[src/rtl/param_sp_ram_if.sv]
// Request/response bus between a simple request/ready master and param_sp_ram.
// The master drives the request fields; the RAM returns data, strobes and ready.
interface param_sp_ram_if #(
  parameter int unsigned DATA_WIDTH = 16,
  parameter int unsigned ADDR_WIDTH = 6
);
  localparam int unsigned BE_WIDTH = DATA_WIDTH / 8;

  logic                  req;
  logic                  we;
  logic [ADDR_WIDTH-1:0] addr;
  logic [DATA_WIDTH-1:0] wdata;
  logic [BE_WIDTH-1:0]   be;
  logic [DATA_WIDTH-1:0] rdata;
  logic                  rvalid;
  logic                  ready;
  logic                  err;

  modport master (
    output req, we, addr, wdata, be,
    input  rdata, rvalid, ready, err
  );

  modport slave (
    input  req, we, addr, wdata, be,
    output rdata, rvalid, ready, err
  );
endinterface

[src/rtl/param_sp_ram.sv]
// Single-port synchronous RAM with byte-lane writes, selectable read-during-write,
// registered 1-cycle response, out-of-range detection and a post-reset clear pass.
module param_sp_ram #(
  parameter int unsigned DATA_WIDTH = 16,
  parameter int unsigned ADDR_WIDTH = 6,
  parameter int unsigned DEPTH      = 48,
  parameter int unsigned RDW_MODE   = 0
) (
  input logic            clk,
  input logic            rst_n,
  param_sp_ram_if.slave  bus
);

  localparam int unsigned BE_WIDTH = DATA_WIDTH / 8;
  localparam int unsigned CNT_W    = $clog2(DEPTH + 1);
  localparam int unsigned IDX_W    = (DEPTH > 1) ? $clog2(DEPTH) : 1;
  localparam bit          WR_FIRST = (RDW_MODE != 0);

  typedef enum logic {
    INIT,
    IDLE
  } state_t;

  state_t                state;
  state_t                state_d;
  logic [CNT_W-1:0]      cnt;
  logic [CNT_W-1:0]      cnt_d;

  logic [DATA_WIDTH-1:0] mem [DEPTH];

  logic                  ready;
  logic                  accept;
  logic                  in_range;
  logic [IDX_W-1:0]      idx;
  logic [IDX_W-1:0]      clr_idx;
  logic [DATA_WIDTH-1:0] old_word;
  logic [DATA_WIDTH-1:0] merged;

  logic [DATA_WIDTH-1:0] rdata_q;
  logic                  rvalid_q;
  logic                  err_q;

  // ---------------------------------------------------------------------------
  // Clear / serve state machine
  // ---------------------------------------------------------------------------
  always_ff @(posedge clk or negedge rst_n) begin
    if (!rst_n) begin
      state <= INIT;
      cnt   <= '0;
    end else begin
      state <= state_d;
      cnt   <= cnt_d;
    end
  end

  // The counter parks at DEPTH once the clear pass finishes; it never wraps.
  always_comb begin
    state_d = state;
    cnt_d   = cnt;
    case (state)
      INIT: begin
        cnt_d = cnt + 1'b1;
        if (cnt == CNT_W'(DEPTH - 1)) begin
          state_d = IDLE;
        end
      end
      IDLE: begin
        state_d = IDLE;
      end
      default: begin
        state_d = INIT;
        cnt_d   = '0;
      end
    endcase
  end

  assign ready = (state == IDLE);

  // ---------------------------------------------------------------------------
  // Access decode and byte-lane merge
  // ---------------------------------------------------------------------------
  assign accept   = ready && bus.req;
  assign in_range = ({1'b0, bus.addr} < (ADDR_WIDTH + 1)'(DEPTH));
  assign idx      = bus.addr[IDX_W-1:0];
  assign clr_idx  = cnt[IDX_W-1:0];
  assign old_word = mem[idx];

  always_comb begin
    merged = old_word;
    for (int unsigned i = 0; i < BE_WIDTH; i++) begin
      if (bus.be[i]) begin
        merged[8*i +: 8] = bus.wdata[8*i +: 8];
      end
    end
  end

  // ---------------------------------------------------------------------------
  // Storage array: cleared word by word in INIT, written by accepted writes
  // ---------------------------------------------------------------------------
  always_ff @(posedge clk) begin
    if (state == INIT) begin
      mem[clr_idx] <= '0;
    end else if (accept && bus.we && in_range) begin
      mem[idx] <= merged;
    end
  end

  // ---------------------------------------------------------------------------
  // Registered response
  // ---------------------------------------------------------------------------
  always_ff @(posedge clk or negedge rst_n) begin
    if (!rst_n) begin
      rdata_q  <= '0;
      rvalid_q <= 1'b0;
      err_q    <= 1'b0;
    end else begin
      rvalid_q <= accept;
      err_q    <= accept && !in_range;
      if (accept) begin
        if (!in_range) begin
          rdata_q <= '0;
        end else if (bus.we && WR_FIRST) begin
          rdata_q <= merged;
        end else begin
          rdata_q <= old_word;
        end
      end
    end
  end

  assign bus.rdata  = rdata_q;
  assign bus.rvalid = rvalid_q;
  assign bus.err    = err_q;
  assign bus.ready  = ready;

endmodule

[src/flat_wrapper.sv]
// flat-port wrapper written by rule: the top's interface ports become plain ports
module param_sp_ram_flat 
#(
  parameter int unsigned DATA_WIDTH = 16,
  parameter int unsigned ADDR_WIDTH = 6,
  parameter int unsigned DEPTH      = 48,
  parameter int unsigned RDW_MODE   = 0
)
  (clk, rst_n, bus_req, bus_we, bus_addr, bus_wdata, bus_be, bus_rdata, bus_rvalid, bus_ready, bus_err);
  param_sp_ram_if #(.DATA_WIDTH(DATA_WIDTH), .ADDR_WIDTH(ADDR_WIDTH)) bus_i ();
  input logic clk;
  input logic rst_n;
  input wire logic [$bits(bus_i.req)-1:0] bus_req;
  input wire logic [$bits(bus_i.we)-1:0] bus_we;
  input wire logic [$bits(bus_i.addr)-1:0] bus_addr;
  input wire logic [$bits(bus_i.wdata)-1:0] bus_wdata;
  input wire logic [$bits(bus_i.be)-1:0] bus_be;
  output wire logic [$bits(bus_i.rdata)-1:0] bus_rdata;
  output wire logic [$bits(bus_i.rvalid)-1:0] bus_rvalid;
  output wire logic [$bits(bus_i.ready)-1:0] bus_ready;
  output wire logic [$bits(bus_i.err)-1:0] bus_err;
  assign bus_i.req = bus_req;
  assign bus_i.we = bus_we;
  assign bus_i.addr = bus_addr;
  assign bus_i.wdata = bus_wdata;
  assign bus_i.be = bus_be;
  assign bus_rdata = bus_i.rdata;
  assign bus_rvalid = bus_i.rvalid;
  assign bus_ready = bus_i.ready;
  assign bus_err = bus_i.err;
  param_sp_ram #(.DATA_WIDTH(DATA_WIDTH), .ADDR_WIDTH(ADDR_WIDTH), .DEPTH(DEPTH), .RDW_MODE(RDW_MODE)) u_core (.clk(clk), .rst_n(rst_n), .bus(bus_i));
endmodule
[config.mk]
export PLATFORM = sky130hd
export DESIGN_NAME = param_sp_ram_flat
export DESIGN_NICKNAME = d
export VERILOG_FILES = /design/src/rtl/param_sp_ram_if.sv /design/src/rtl/param_sp_ram.sv /design/src/flat_wrapper.sv
export SDC_FILE = /design/constraint.sdc
export NUM_CORES = 1
export LEC_CHECK = 0
export BUFFER_PORTS_ARGS = -buffer_cell sky130_fd_sc_hd__buf_4
export CAP_MARGIN = 20
export CORE_ASPECT_RATIO = 0.8
export CORE_MARGIN = 3
export CORE_UTILIZATION = 46
export CTS_BUF_LIST = sky130_fd_sc_hd__clkbuf_8
export DETAILED_ROUTE_END_ITERATION = 8
export MAX_ROUTING_LAYER = met4
export PLACE_DENSITY = 0.69
export SYNTH_ARGS = -nofsm -noshare
export SYNTH_HDL_FRONTEND = slang
export SYNTH_SLANG_ARGS = --single-unit
[constraint.sdc]
create_clock -name clk -period 3.1 [get_ports clk]
set_input_delay 0.775 -clock clk [delete_from_list [all_inputs] [get_ports clk]]
set_output_delay 0.775 -clock clk [all_outputs]
set_load 0.005 [all_outputs]
# == After elaboration in Yosys (flattened, before gate mapping) ==
# Memory sizes are Yosys's and may differ from the RTL's.
# Cells that the tools add are included.
# word_totals
ff_bits,25
latchBits,0
ram_bits,768
rom_bits,0
input_bits,28
output_inout_bits,19
elab_cells,28
n_memories,1
# classes
add_sub_neg,1
multipliers,0
div_mod_pow,0
order_cmp,1
n_eq_ne,1
shifts,0
mux,12
n_bitwise,1
reduce_logical,6
# memory_table
memory,depth,word_bits,rd,rd_ports_with_merged_regs,write_ports,line_no,text
u_core.mem,48,16,1,0,1,param_sp_ram.sv:29,logic [DATA_WIDTH-1:0] mem [DEPTH];
# ops
operator,n
$mux 16,2
$mux 8,2
$reduce_or 16->1,1
$add 6x1->6 const B,1
$eq 6x6->1 const B,1
$lt 6x6->1 const B,1
$mux 1,6
$mux 6,1
$logic_and 1x1->1,4
$pmux 1 s2,1
$logic_not 1->1,1
$not 1->1,1

# == Logic depth before layout (Yosys ltp) ==
# Gate-level depths: netlist of run 1.
# logic_depth
depth_word,8
depth_mapped,10
ltp_nobuf,7

# == Least setup slack after synthesis of run 1 ==
# Ideal clock, no wire load.
# synth_timing
kind,in2reg
startpoint,input port bus_addr[0]
endpoint,memory u_core.mem[0][10] (data pin)
setup_ns,0.463
t_arrival_ns,3.236
required_time_ns,2.637
path_slack_ns,-0.599
cell_stages,10
path_buffers,4
path_cell_list,buf_6 -> buf_6 -> buf_8 -> buf_8 -> mux2i_1 -> a22oi_1 -> nand2_1 -> a21oi_1 -> nand4_1 -> a21oi_1
# synth_between
elab_chain_cells,7
word_cells_on_any_way,9
classes_between,order compare (1); mux (5); reduce/logical (2); memory (1)
# synth_rtl
element,line_no,text
"start, declared",flat_wrapper.sv:15,input wire logic [$bits(bus_i.addr)-1:0] bus_addr;
$lt 6x6->1,param_sp_ram.sv:83,"assign in_range = ({1'b0, bus.addr} < (ADDR_WIDTH + 1)'(DEPTH));"
$logic_and 1x1->1,param_sp_ram.sv:103,end else if (accept && bus.we && in_range) begin
$mux 1,param_sp_ram.sv:103,
$mux 1,param_sp_ram.sv:101,if (state == INIT) begin
$mux 1 (implied by the code),param_sp_ram.sv:104,mem[idx] <= merged;
$reduce_or 16->1 (no source line),-,
$mux 16 (no source line) (*),-,
"end, declared",param_sp_ram.sv:29,
# Every way passes the cells marked *; elsewhere a longest branch is shown, timed or not.

# == Final worst setup path of run 1 ==
# layout_timing
startpoint,input port bus_addr[0]
endpoint,memory u_core.mem[7][1] (data pin)
# Same word-level chain as after synthesis.

==> results of run 1 <==
[flip-flops by register name (all words and copies together), names as in the netlist]
register,flops
u_core.clr_idx,6
u_core.bus.err,1
u_core.bus.rdata,16
u_core.mem,768
u_core.bus.ready,1
u_core.bus.rvalid,1
[layout make-up]
type,count,area (sq um),area share [%]
sequential,793,23690,63.50
multi-input combinational,680,7156,19.18
timing repair buffer,301,3199,8.577
clock buffer,121,1665,4.465
tap,903,1130,3.029
clock inverter,89,449.2,1.204
inverter,4,15.01,0.04025
[logic make-up after synthesis]
group | after synthesis | share of synthesized area [%]
buf+inv | 96 | 1.874
flops | 793 | 75.98
compound gates | 174 | 3.379
mux | 258 | 14.80
xor+xnor | 5 | 0.1405
simple gates | 242 | 3.785
fa+ha+maj | 1 | 0.04013
[power by group]
group	switching [mW]	total (mW)	internal (mW)
Combinational	0.702	1.18	0.479
Clock	3.87	7.71	3.84
Sequential	0.0296	11.8	11.7
Total	4.60	20.7	16.1
[timing repair]
item | CTS | global route
hold buffers | 1 | 0
hold endpoints to repair | 25 | 0
buffers inserted | 0 | 0
[synthesized netlist by cell type]
library cell	number	area, sq um
or3_1	1	6.260
xnor2_1	5	43.79
nand4_1	16	100.1
buf_4	7	52.55
mux2_2	1	11.26
a22oi_1	64	480.5
and3_1	3	18.77
nor3_2	2	20.02
buf_2	26	130.1
clkbuf_1	30	112.6
mux4_2	152	3423
a41o_1	1	10.01
mux4_1	8	210.2
or2_2	3	18.77
o22a_1	1	8.760
a21oi_1	51	255.2
inv_1	3	11.26
nand4b_1	1	8.760
o32ai_1	2	17.52
o31ai_1	1	7.510
o21ai_0	18	90.09
edfxtp_1	768	23060
nand2b_1	38	237.7
a21oi_2	1	8.760
or2_1	2	12.51
buf_6	16	180.2
dfrtp_1	25	625.6
ha_1	1	12.51
and2_1	1	6.260
buf_8	4	60.06
o21ai_1	35	175.2
buf_1	9	33.78
mux2i_1	97	970.9
nand2_1	74	277.8
nand3_1	35	175.2
nor2b_1	6	37.54
nor2_1	42	157.7
nand2_4	1	11.26
inv_2	1	3.750
nor3b_1	2	15.01
nor3_1	14	70.07
and2_0	1	6.260
[worst max-delay path, delay by kind of cell]
| kind | cells | cell delay [ns] |
|---|---|---|
| mux | 1 | 0.56 |
| buf+inv | 3 | 0.73 |
| compound gates | 4 | 1.03 |
[per-stage QoR]
stage | util (%) | setup slack (ns) | setup TNS (ns) | power (mW) | cell area (sq um)
after floorplan | - | -0.3912 | -31.10 | 12.58 | 31400
after detailed placement | 52.96 | -0.2805 | -101.70 | 13.16 | 35180
final | 56.16 | 0.4179 | 0 | 20.66 | 37300
after global placement | 52.96 | -0.2479 | -79.51 | 13.13 | 35180
after global routing | 56.16 | 0.3678 | 0 | 21.39 | 37300
after CTS | 56.16 | 0.5098 | 0 | 20.78 | 37300
[routing by layer]
metal	GRT usage [%]	up-vias	routed length, um
met4	4.609	0	1136
met1	33.83	8937	34180
met5	-	-	0
li1	-	7098	-
met2	32.44	890	34550
met3	7.972	98	9439
[how the worst max path moves through the flow]
stage	start	endpoint	slack, ns	cells past startpoint
2_1_floorplan	bus_addr[5]	u_core.mem[7][0]$_DFFE_PP_	-0.39	9
3_3_place_gp	bus_addr[0]	u_core.mem[4][1]$_DFFE_PP_	-0.25	8
3_5_place_dp	bus_addr[0]	u_core.mem[20][3]$_DFFE_PP_	-0.28	8
4_1_cts	bus_addr[0]	u_core.mem[26][3]$_DFFE_PP_	0.51	8
5_1_grt	bus_addr[0]	u_core.mem[7][1]$_DFFE_PP_	0.37	8
6_report	bus_addr[0]	u_core.mem[7][1]$_DFFE_PP_	0.42	8
==> impl_metrics.yaml, run 1 <==
status:
  outcome: "completed"
worst_setup_path:
  crit_path_cell_trace: "buf_8 > buf_4 > mux4_2 > a22oi_1 > o21ai_1 > a21oi_1 > a21oi_4 > buf_4"
  worst_setup_path_end_kind: "flip-flop"
  reg2reg_depth: 9
  crit_top_cell: "buf_4"
  r2r-start: "u_core.bus.ready$_DFF_PN0_"
  crit_arrival_ns: 3.14
  slowest_stage: "mux4_2"
  timing.rr.end: "u_core.mem[12][11]$_DFFE_PP_"
  slowest_delay_ns: 0.56
  regToRegSetupSlack_ns: 0.53
  cp_data_required_time_ns: 3.55
  path_max_fanout: 17
  crit_type: "input pin to flip-flop"
  cp-start-kind: "input pin"
cts:
  cts.clk_slew.worst_paths_ns: 0.06
  ctsLongestPathBuffers: 3
  root_buffer: "clkbuf_8"
  post_cts_resized: 0
  cts_sinks: 793
  cts_max_level: 3
  cts_tree: "built"
  cts_buffers: 113
  clk_latency_ns: 0.73
final_layout:
  final_cell_count_no_fill: 2891
  final_common_cell: "edfxtp_1"
  antenna_cells: 0
  area_growth_pct: 19.64
  fin_nets: 1922
  final_cell_mix: "edfxtp_1 (768), buf_4 (224), mux4_2 (152)"
  fillers: 4999
  drive_gt1_share_pct: 31.54
synthesis:
  netlist_area_sq_mm: 0.03118
  ys_types: 42
  synthesis.instances: 1569
  synth-seq-cells: 793
  postSynthAreaPerCell_sq_um: 19.87
  yosys_warnings: 0
  ys_seq_area_share_pct: 75.98
  syn_nets: 1598
floorplan:
  die_w_um: 297.1
  start_util_pct: 46.94
  coreArea_sq_mm: 0.06642
  die_area_sq_mm: 0.07096
  io_pins: 47
  placementRows: 84
  die_y_um: 238.9
grt:
  grt_usage_pct: 23.35
  grt_max_degree: 54
  grt_pass1_vias: 16910
  antenna_found_initial: 1
  grt_pass1_wl_um: 116700
  gr-total-overflow: 0
timing:
  whs_ns: 0.3596
  relSlewSlack_pct: 57.68
  timing.final.crit_share_pct: 86.52
  clock.fmax_mhz: 372.8
  max_slew.worst_pin.slew_ns: 0.6282
  hold_viol: 0
  fin_worst_skew_ns: 0.02448
  period_needed_ns: 2.682
  rsz0062_at_grt: "false"
  setup_viol: 0
  slew_viol_final: 0
route:
  via_per_inst: 5.888
  ant_nets: 0
  firstDrtPassIters: 5
  routed_wl_um: 79310
  drc: 0
  vias: 17020
  drtIter0Drc: 2085
  post_drt_wl_per_cell_um: 27.43
placed_design:
  portBuffers: 46
  dp.cells: 2680
  dp_hpwl_um: 52540
  gp_congestion: 0.8511
power_and_ir_drop:
  power_density_mw_per_mm2: 553.9
  leakage_nw: 14.09
  vdd_drop_max_uv: 400.1
hold_path:
  holdPathEnd: "u_core.bus.rvalid$_DFF_PN0_"
  worstHoldPathType: "input pin to flip-flop"
  min_from: "bus_req"
  min_path_cells: 3
flow_run:
  maxCapViolations: 0
Power figures use the tool's default switching activity.
==> inputs of run 2 (changes only) <==
Settings changed: CORE_UTILIZATION 46 to 60, PLACE_DENSITY 0.69 to 0.81.
Clock period 3.1 ns to 2.89 ns, I/O delays scaled along.
==> run 2 against run 1 <==
Effect of this change: combinational power increased by 10%; clock skew rose by 0.0088 ns; sequential cell count is the same; largest cell class unchanged; largest power group unchanged.
==> impl_metrics.yaml, run 2 (synthesis gave the netlist of run 1 again) <==
timing:
  max_slew.worst_pin.slew_ns: 1.104
  setup-tns-final_ns: 0
  relSlewSlack_pct: 26.22
  fin_worst_skew_ns: 0.03332
  clock.fmax_mhz: 372.7
  setup_viol: 0
  timing.final.crit_share_pct: 92.84
  slew_viol_final: 0
  rsz0062_at_grt: "false"
  hold_viol: 0
  period_needed_ns: 2.683
cts:
  ctsLongestPathBuffers: 3
  post_cts_resized: 0
  cts_buffers: 111
  root_buffer: "clkbuf_8"
  cts_tree: "built"
  cts.clk_slew.worst_paths_ns: 0.07
  cts_sinks: 793
  clk_latency_ns: 0.73
  cts-hold-fix-buffers: 1
  cts_setup_buffers: 0
  cts_max_level: 3
placed_design:
  portBuffers: 46
  dp_hpwl_um: 50470
  postPlaceCellArea_sq_mm: 0.03501
  dp.cells: 2446
  gp_congestion: 0.9526
floorplan:
  die_y_um: 209.9
  start_util_pct: 60.89
  coreArea_sq_mm: 0.05120
  die_w_um: 260.9
  io_pins: 47
  die_area_sq_mm: 0.05475
  placementRows: 74
final_layout:
  final_cell_mix: "edfxtp_1 (768), buf_4 (193), mux4_2 (152)"
  top_register: "u_core.mem"
  final_common_cell: "edfxtp_1"
  drive_gt1_share_pct: 31.56
  ff_latch_area_sq_mm: 0.02369
  largest_reg_flops: 768
  fillers: 2738
  fin_nets: 1906
  area_growth_pct: 19.35
  final_cell_count_no_fill: 2658
  post-route-cell-area_sq_mm: 0.03721
  multi_input_area_sq_mm: 0.007178
grt:
  grt_max_degree: 49
  met2_usage_pct: 43.56
  grt_pass1_vias: 17230
  grt_usage_pct: 30.48
  grt_pass1_wl_um: 115500
  met3_usage_pct: 9.386
  gr-total-overflow: 0
  gr-usage-met1_pct: 43.31
  top_usage_layer: "met2"
  antenna_found_initial: 3
worst_setup_path:
  crit_path_cell_trace: "nand2_4 > inv_2 > and3_1 > a21oi_1 > or2_2 > nor2_1 > buf_12"
  regToRegSetupSlack_ns: 0.21
  cp_data_required_time_ns: 3.30
  slowest_delay_ns: 0.55
  cp-start-kind: "flip-flop"
  path_max_fanout: 15
  crit_type: "flip-flop to flip-flop"
  crit_arrival_ns: 3.10
  slowest_stage: "and3_1"
  worst_setup_path_end_kind: "flip-flop"
status:
  outcome: "completed"
route:
  vias: 17460
  firstDrtPassIters: 5
  routed_wl_um: 78630
  drc: 0
  drtIter0Drc: 2315
  post_drt_wl_per_cell_um: 29.58
  ant_nets: 0
  via_per_inst: 6.569
power_and_ir_drop:
  total_power_mw: 22.39
  vdd_drop_max_uv: 454.2
  power_density_mw_per_mm2: 601.7
  leakage_nw: 14.06
flow_run:
  maxCapViolations: 0
hold_path:
  worstHoldPathType: "input pin to flip-flop"
-- run 2: layout make-up --
cell class / instances / area share (%)
Multi-Input combinational cell: 680 / 19.29
Inverter: 4 / 0.04035
Clock buffer: 118 / 4.364
Timing Repair Buffer: 287 / 8.874
Sequential cell: 793 / 63.66
Antenna cell: 3 / 0.02017
Tap cell: 684 / 2.300
Clock inverter: 89 / 1.453
-- run 2: worst paths after layout --
kind                                                          to  depth (start not counted)                        startpoint
worst min-delay path                 u_core.bus.rvalid$_DFF_PN0_                          3                           bus_req
worst min register to register  u_core.bus.rdata[12]$_DFFE_PN0N_                          2  u_core.bus.rdata[12]$_DFFE_PN0N_
min in group asynchronous          u_core.clr_idx[0]$_DFFE_PN0N_                          2                             rst_n
worst max-delay path                 u_core.mem[27][2]$_DFFE_PP_                          7        u_core.bus.ready$_DFF_PN0_
worst max register to register       u_core.mem[27][2]$_DFFE_PP_                          7        u_core.bus.ready$_DFF_PN0_
max in group asynchronous        u_core.bus.rdata[4]$_DFFE_PN0N_                          2                             rst_n
-- run 2: metal layers --
| metal | part of all wire, % | vias to the layer above | wire length (um) |
|---|---|---|---|
| met2 | 46 | 1289 | 36210 |
| met4 | 3.0 | 0 | 2323 |
| li1 | - | 7058 | - |
| met5 | 0 | - | 0 |
| met3 | 13 | 172 | 10530 |
| met1 | 38 | 8941 | 29570 |
-- run 2: metrics by stage --
| step | utilization (%) | hold WS [ns] | setup slack, ns |
|---|---|---|---|
| 2_1_floorplan | - | 0.4269 | -0.4235 |
| 3_3_place_gp | 68.38 | 0.5196 | -0.4185 |
| 3_5_place_dp | 68.38 | 0.5334 | -0.4452 |
| 4_1_cts | 72.63 | 0.2371 | 0.3005 |
| 5_1_grt | 72.67 | 0.2479 | 0.1084 |
| 6_report | 72.67 | 0.2716 | 0.2069 |
-- run 2: worst max-delay path: cells and delay by family, from the launching register on --
family,cells,cell delay (ns)
flip-flops,1,0.42
AND/OR/NAND/NOR,4,1.34
AO/OA/AOI/OAI,1,0.33
buffers and inverters,2,0.28
-- run 2: power by group --
part           switching (mW)  internal, mW
Clock                    4.15          4.32
Sequential             0.0280          12.6
Combinational           0.770         0.530
Total                    4.95          17.4
==> inputs of run 3 (changes only) <==
Settings changed: CORE_UTILIZATION 60 to 33, PLACE_DENSITY 0.81 to 0.52.
==> run 3 against run 2 <==
Effect of this change: via count is 5.6% lower; design area grew 2.4%; sequential share of layout area decreased by 1.5 points; global-route usage decreased by 12 points; die area rose by 79%; critical endpoint is now u_core.mem[29][12]$_DFFE_PP_; largest power group unchanged; highest routed layer unchanged.
==> impl_metrics.yaml, run 3 (synthesis gave the netlist of run 1 again) <==
status:
  outcome: "completed"
worst_setup_path:
  crit_top_cell: "nor2_1"
  cp-start-kind: "flip-flop"
  path_max_fanout: 14
  slowest_delay_ns: 0.66
  path_delay_family: "simple AND/OR/NAND/NOR gates"
  crit_type: "flip-flop to flip-flop"
  crit_arrival_ns: 3.01
  cp_data_required_time_ns: 3.37
  crit_path_cell_trace: "nand2_4 > inv_2 > and3_1 > buf_4 > nor2_1 > o21ai_1 > nor2_1 > buf_12"
  slowest_stage: "o21ai_1"
  path_buf_inv: 3
  worst_setup_path_end_kind: "flip-flop"
placed_design:
  dp.cells: 2982
  portBuffers: 46
  gp_congestion: 0.8181
  dp_hpwl_um: 55430
  dp_worst_setup_slack_ns: -0.3444
cts:
  clk_latency_ns: 0.76
  cts_buffers: 119
  cts_max_level: 3
  ctsLongestPathBuffers: 3
  cts.clk_slew.worst_paths_ns: 0.06
  cts_sinks: 793
  root_buffer: "clkbuf_8"
  cts_tree: "built"
floorplan:
  die_area_sq_mm: 0.09822
  placementRows: 100
  start_util_pct: 33.40
  die_w_um: 349.7
  coreArea_sq_mm: 0.09334
  io_pins: 47
  die_y_um: 280.9
grt:
  antenna_found_initial: 4
  gr-total-overflow: 0
  grt_pass1_vias: 17010
  grt_usage_pct: 18.02
  grt_pass1_wl_um: 122600
  grt_max_degree: 51
power_and_ir_drop:
  power_density_mw_per_mm2: 601.3
  netSwitchingFraction_pct: 22.33
  clock_power_share_pct: 39.2
  p_switching_mw: 5.117
  total_power_mw: 22.92
  p_int_mw: 17.80
  vdd_drop_max_uv: 403.1
  pwr-share-comb_pct: 5.7
  leakage_nw: 14.17
  p_seq_share_pct: 55.0
final_layout:
  finish.utilization_pct: 40.83
  final_cell_count_no_fill: 3208
  area_growth_pct: 22.24
  top_register: "u_core.mem"
  final_cell_mix: "edfxtp_1 (768), buf_4 (181), mux4_2 (152)"
  fillers: 8329
  fin_nets: 1909
  largest_reg_flops: 768
  drive_gt1_share_pct: 31.58
  final_common_cell: "edfxtp_1"
route:
  drc: 0
  drtIter0Drc: 1577
  via_per_inst: 5.137
  routed_wl_um: 85440
  vias: 16480
  post_drt_wl_per_cell_um: 26.63
  firstDrtPassIters: 5
  ant_nets: 0
flow_run:
  maxCapViolations: 0
timing:
  timing.final.crit_share_pct: 87.47
  clock.fmax_mhz: 395.6
  setup-tns-final_ns: 0
  hold_viol: 0
  rsz0062_at_grt: "false"
  setup_slack_ns: 0.3620
  slew_viol_final: 0
  max_slew.worst_pin.slew_ns: 1.096
  fin_worst_skew_ns: 0.04057
  relSlewSlack_pct: 26.92
  setup_viol: 0
  period_needed_ns: 2.528
hold_path:
  worstHoldPathType: "input pin to flip-flop"
run 3: changes by cell type in the layout (fill, tap and decap cells not counted), sizes merged:
| cell | delta |
|---|---|
| diode | -1 |
| clkinv | +8 |
| inv | -1 |
| bufinv | +1 |
| buf | -5 |
| clkbuf | +8 |
run 3: area by class of cell:
cell class | count | area, sq um | area share, %
diodes | 2 | 5.005 | 0.01313
well taps | 1224 | 1531 | 4.018
inverters | 4 | 15.01 | 0.03939
multi-input cells | 680 | 7178 | 18.83
clock buffers | 126 | 1734 | 4.550
flip-flops and latches | 793 | 23690 | 62.15
repair buffers | 282 | 3357 | 8.808
clock inverters | 97 | 604.3 | 1.586
run 3: worst paths after layout:
path / start / to / slack [ns] / cells after the start
setup / recovery: u_core.bus.ready$_DFF_PN0_ / u_core.mem[29][12]$_DFFE_PP_ / 0.36 / 8
setup reg to reg: u_core.bus.ready$_DFF_PN0_ / u_core.mem[29][12]$_DFFE_PP_ / 0.36 / 8
max in group asynchronous: rst_n / u_core.bus.rdata[8]$_DFFE_PN0N_ / 2.10 / 2
hold reg to reg: u_core.bus.ready$_DFF_PN0_ / u_core.bus.rvalid$_DFF_PN0_ / 0.54 / 2
hold / removal: bus_req / u_core.bus.rvalid$_DFF_PN0_ / 0.26 / 3
min in group asynchronous: rst_n / u_core.bus.err$_DFF_PN0_ / 0.47 / 2
run 3: power by group through the flow:
stage	Sequential (mW)	Combinational [mW]	Clock (mW)
floorplan	12.8	0.646	0
global placement	12.9	1.31	0
detailed placement	12.9	1.32	0
CTS	12.6	1.32	9.28
global route	12.6	1.40	9.80
finish	12.6	1.31	8.99
run 3: layer usage:
| metal | global-route usage [%] | vias up | wire length (um) |
|---|---|---|---|
| met4 | 4.033 | 0 | 1570 |
| met1 | 26.49 | 8738 | 40670 |
| li1 | - | 7093 | - |
| met5 | - | - | 0 |
| met2 | 25.45 | 528 | 37320 |
| met3 | 4.166 | 119 | 5878 |
run 3: worst min-delay path, delay by kind of cell:
kind / cells / cell delay (ns)
buf+inv: 2 / 0.18
simple gates: 1 / 0.05
run 3: stage by stage:
| step | hold WS (ns) | area, sq um |
|---|---|---|
| floorplan | 0.4269 | 31410 |
| global placement | 0.5140 | 35760 |
| detailed placement | 0.5227 | 35760 |
| CTS | 0.2049 | 38110 |
| global route | 0.2149 | 38110 |
| finish | 0.2609 | 38110 |
run 3: timing repair:
item / CTS / global route
gates resized for setup: 0 / 0
endpoints found under the hold margin: 25 / 0
endpoints found under the setup margin: 0 / 0
setup buffers: 0 / 0
hold buffers: 1 / 0
